## config.mk

```make
export PLATFORM = sky130hd
export DESIGN_NAME = onehot_event_encoder
export DESIGN_NICKNAME = d
export VERILOG_FILES = /design/src/rtl/onehot_event_encoder.sv
export SDC_FILE = /design/constraint.sdc
export NUM_CORES = 1
export LEC_CHECK = 0
export CAP_MARGIN = 15
export CORE_MARGIN = 8
export CORE_UTILIZATION = 44
export CTS_CLUSTER_DIAMETER = 100
export DETAILED_ROUTE_END_ITERATION = 8
export GPL_TIMING_DRIVEN = 0
export PLACE_DENSITY = 0.75
export SLEW_MARGIN = 20
export SYNTH_ARGS = -nofsm -noshare
export SYNTH_HDL_FRONTEND = slang
export SYNTH_SLANG_ARGS = --single-unit
```

## constraint.sdc

```tcl
create_clock -name clk -period 2.1 [get_ports clk]
set_clock_uncertainty 0.1 [all_clocks]
set_input_delay 0.21 -clock clk [delete_from_list [all_inputs] [get_ports clk]]
set_output_delay 0.21 -clock clk [all_outputs]
set_load 0.01 [all_outputs]
```

## src/rtl/onehot_event_encoder.sv

```systemverilog
// onehot_event_encoder: captures one-hot event requests on four lines into
// sticky pending flags and serializes them as 2-bit codes over a valid/ready
// output handshake. Arbitration is round-robin (RR_EN=1) or fixed priority
// with line 0 highest (RR_EN=0). Lost events are recorded in sticky overrun
// flags that clear on a clr_ovr pulse.
module onehot_event_encoder #(
  parameter bit RR_EN = 1'b1
) (
  input  logic       clk,
  input  logic       rst_n,
  input  logic [3:0] req,
  input  logic       clr_ovr,
  input  logic       out_ready,
  output logic [1:0] out_code,
  output logic       out_valid,
  output logic [3:0] pending,
  output logic [3:0] overrun,
  output logic       busy
);

  logic [1:0] rr_ptr;
  logic [1:0] scan_start;
  logic [1:0] scan_idx;
  logic [1:0] sel_idx;
  logic       load;
  logic       drain;
  logic [3:0] sel_onehot;
  logic [3:0] pending_nxt;
  logic [3:0] ovr_set;
  logic [3:0] overrun_nxt;

  // Pick the first pending line scanning upward from the start point, mod 4.
  // The scan runs from the far end back so the nearest candidate is written last.
  always_comb begin
    sel_idx    = 2'd0;
    scan_idx   = 2'd0;
    scan_start = RR_EN ? rr_ptr : 2'd0;
    for (int k = 3; k >= 0; k--) begin
      scan_idx = scan_start + 2'(k);
      if (pending[scan_idx]) sel_idx = scan_idx;
    end
  end

  // Load/drain decisions and next-state of the sticky flag vectors.
  // A line loaded in the same cycle it requests again keeps its pending bit
  // and is not counted as an overrun: the new event is simply retained.
  always_comb begin
    load        = (|pending) && (!out_valid || out_ready);
    drain       = out_valid && out_ready && !(|pending);
    sel_onehot  = load ? (4'b0001 << sel_idx) : 4'b0000;
    pending_nxt = (pending & ~sel_onehot) | req;
    ovr_set     = req & pending & ~sel_onehot;
    overrun_nxt = (clr_ovr ? 4'b0000 : overrun) | ovr_set;
  end

  // Sticky pending and overrun flags.
  always_ff @(posedge clk or negedge rst_n) begin
    if (!rst_n) begin
      pending <= 4'b0000;
      overrun <= 4'b0000;
    end else begin
      pending <= pending_nxt;
      overrun <= overrun_nxt;
    end
  end

  // Output register: load a new code, or drop valid once the last code is taken.
  // out_code keeps its last value after a drain.
  always_ff @(posedge clk or negedge rst_n) begin
    if (!rst_n) begin
      out_valid <= 1'b0;
      out_code  <= 2'd0;
    end else if (load) begin
      out_valid <= 1'b1;
      out_code  <= sel_idx;
    end else if (drain) begin
      out_valid <= 1'b0;
    end
  end

  // Round-robin pointer advances past each loaded line; idle at 0 in fixed-priority mode.
  always_ff @(posedge clk or negedge rst_n) begin
    if (!rst_n) begin
      rr_ptr <= 2'd0;
    end else if (RR_EN && load) begin
      rr_ptr <= sel_idx + 2'd1;
    end
  end

  // Activity indicator, derived from registers only.
  always_comb begin
    busy = (|pending) || out_valid;
  end

endmodule

```

==> flow_summary.yaml, run 1 <==
floorplan:
  io_pins: 20
  die_h_um: 55.3
  die_w_um: 55.3
  std_cell_rows: 14
  core_um2: 1470
  floorplan.initialDensity_pct: 46.1
  die_area_um2: 3050
critical_path:
  crit_arrival_ps: 1700
  worstPathMaxFanout: 6
  crit_type: "reg2out"
  crit_family: "buffers and inverters"
  crit_slowest_cell: "clkdlybuf4s50_1"
  crit_buf_inv: 1
  max_stage_delay_ps: 500
  crit_chain: "nor4_4, nand2b_1, clkdlybuf4s50_1"
  start_kind: "flip-flop"
  r2r_start: "pending[2]$_DFF_PN0_"
  required_ps: 1790
  startpoint: "pending[1]$_DFF_PN0_"
  end_kind: "output port"
clock_network:
  cts_buffers: 3
  cts.sinks: 13
  clk_pin_slew_ps: 80
  ctsHoldBuffers: 0
  root_buffer: "clkbuf_4"
  clock_latency_ps: 270
  cts_buffer_depth: 2
  htreeDepth: 1
  cts_tree: "built"
timing:
  fmax_mhz: 498
  setup_ws_ps: 92.5
  worstMarginPinSlew_ps: 594
  final.setup.tns_ps: 0
  rsz0062_at_grt: "false"
  min_period_ps: 2010
  slew_violations: 0
  setup_viol: 0
  post-route-period-util_pct: 95.6
  finalHoldViolations: 0
  max_slew_margin_pct: 60.3
detailed_routing:
  drt_wl_total_mm: 1.62
  detail_route.wl_per_cell_um: 16.0
  antenna_left: 0
  drt-pass1-iter-count: 4
  vias: 558
  vias_per_cell: 5.52
  drtIter0Drc: 17
  drcViolationCount: 0
grt:
  track_usage_pct: 10.4
  gr-total-overflow: 0
  antenna_found_initial: 0
  grt_pass1_vias: 567
  grt_pass1_wl_mm: 2.70
  grt_start_max_net_pins: 14
logic_synthesis:
  syn_area_um2: 678
  syn_nets: 73
  synth.most_common_cell: "dfrtp_1"
  synth-seq-cells: 13
  ys.flop_type: "dfrtp_1"
  synthTopCellsByCount: "13 x dfrtp_1, 4 x a22o_1, 4 x ha_1, 4 x o21ai_0, 4 x or2_2"
  synth_edf_count: 0
  synthTopCellsByArea: "dfrtp_1 48%, ha_1 7.4%, a22o_1 5.2%"
  yosysUniqueCellTypes: 25
  syn_inst: 61
  synth_top_area_share_pct: 48.0
  async_reset_ff_share_pct: 100
  avgSynthCellArea_um2: 11.1
  synth_largest_area_cell: "dfrtp_1"
  yosys_warnings: 0
  yosysSeqAreaShare_pct: 48.0
finish:
  area_growth_pct: 38.0
  nets: 98
  fillers: 130
  antenna_cells: 0
  drive_gt1_share_pct: 17.6
min_path:
  hold_class: "in2async"
pwr:
  ir_drop_uv: 585
  p_leak_nw: 0.405
  p_per_area_nw_per_um2: 1270
placed_design:
  port_buffers: 19
  hpwl_mm: 1.16
  gp_congestion: 0.831
  post-place-ws_ps: 77.0
status:
  status: "completed"
job:
  cap_viol_max_count: 0
## timing repair
item                       4_1_cts  5_1_grt
setup buffers                    1        0
pin swaps                        1        0
setup endpoints to repair        1        3
resized for setup                1        3
gates cloned                     0        0
## area by class of cell
type | instances | area, µm² | share of cell area [%]
Tap cell | 16 | 20.0 | 2.14
Multi-Input combinational cell | 45 | 354 | 37.8
Timing Repair Buffer | 20 | 198 | 21.1
Inverter | 3 | 11.3 | 1.20
Clock buffer | 4 | 26.3 | 2.81
Sequential cell | 13 | 327 | 34.9
## cell usage in the layout, fill, tap and decap left out
| master | synthesis | layout |
|---|---|---|
| a21boi_0 | 3 | 2 |
| clkdlybuf4s50_1 | 0 | 19 |
| nand2_1 | 3 | 3 |
| nand2b_1 | 3 | 3 |
| inv_1 | 3 | 3 |
| clkbuf_1 | 0 | 1 |
| and2b_1 | 1 | 1 |
| nor2b_1 | 2 | 2 |
| nand3_1 | 1 | 1 |
| o31ai_1 | 1 | 1 |
| nor3_1 | 1 | 1 |
| a221oi_2 | 1 | 1 |
| nor4_4 | 0 | 1 |
| a22o_1 | 4 | 4 |
| dfrtp_1 | 13 | 12 |
| o31a_1 | 1 | 1 |
| or3_1 | 1 | 1 |
| o211ai_2 | 1 | 1 |
| o41ai_2 | 1 | 1 |
| ha_1 | 4 | 4 |
| a21oi_1 | 3 | 3 |
| or4_4 | 1 | 1 |
| or2_1 | 1 | 1 |
| o21ai_0 | 4 | 4 |
| mux2i_2 | 0 | 1 |
| clkbuf_4 | 0 | 3 |
| dfrtp_2 | 0 | 1 |
| or2_2 | 4 | 4 |
| nor2_1 | 2 | 2 |
| a21boi_1 | 0 | 1 |
| buf_4 | 0 | 1 |
## per-layer routing
metal | vias up | share of wire, % | GRT usage [%]
met4 | 0 | 0 | 2.82
met1 | 281 | 47 | 12.1
met3 | 0 | 4.2 | 4.57
met5 | - | 0 | 0
met2 | 9 | 49 | 16.7
li1 | 268 | - | -
## power breakdown
part	switching, mW	leakage [nW]	internal (mW)
registers	0.114	0.139	0.345
logic	0.264	0.250	0.310
clock network	0.0811	0.0150	0.0735
total	0.459	0.405	0.729
## path summary, 6_finish.rpt
kind                            cells after the start                      end  slack, ps
worst max-delay path                                3                     busy         90
worst min-delay path                                1  out_code[1]$_DFFE_PN0N_        210
worst max register to register                      6     overrun[2]$_DFF_PN0_        160
worst min register to register                      1     overrun[1]$_DFF_PN0_        410
max in group asynchronous                           1     pending[2]$_DFF_PN0_       1270
min in group clk                                    1     overrun[1]$_DFF_PN0_        410
## state kept, by name, indices dropped and copies added, names as in the netlist
register	flops
pending	4
out_valid	1
overrun	4
rr_ptr	2
out_code	2
## stage by stage
stage / instance area [µm²] / hold slack, ps / cells / util (%) / power (mW)
after floorplan: 678 / -186 / 61 / - / 0.762
after global placement: 888 / 392 / 96 / 60.4 / 0.998
after CTS: 931 / 226 / 101 / 63.3 / 1.18
after global routing: 936 / 265 / 101 / 63.6 / 1.28
after detailed placement: 888 / 394 / 96 / 60.4 / 1.01
final: 936 / 208 / 101 / 63.6 / 1.19
## cells by family (layout without fill, tap and decap cells)
kind of cell	Yosys count	in the layout	synth area share (%)
compound gates	19	19	22.5
flops	13	13	48.0
simple gates	21	21	19.0
fa+ha+maj	4	4	7.38
mux	1	1	1.48
buf+inv	3	27	1.66
No activity file was read; power rests on OpenSTA's default activity.
==> run 2: changes to the inputs <==
- SLEW_MARGIN: 20 -> unset
==> results of run 2 <==
No change in the layout: final DEF, timing and power equal those of run 1.
==> run 3: changes to the inputs <==
- REMOVE_ABC_BUFFERS: unset -> 1
==> results of run 3 <==
No change in the layout: final DEF, timing and power equal those of run 1.
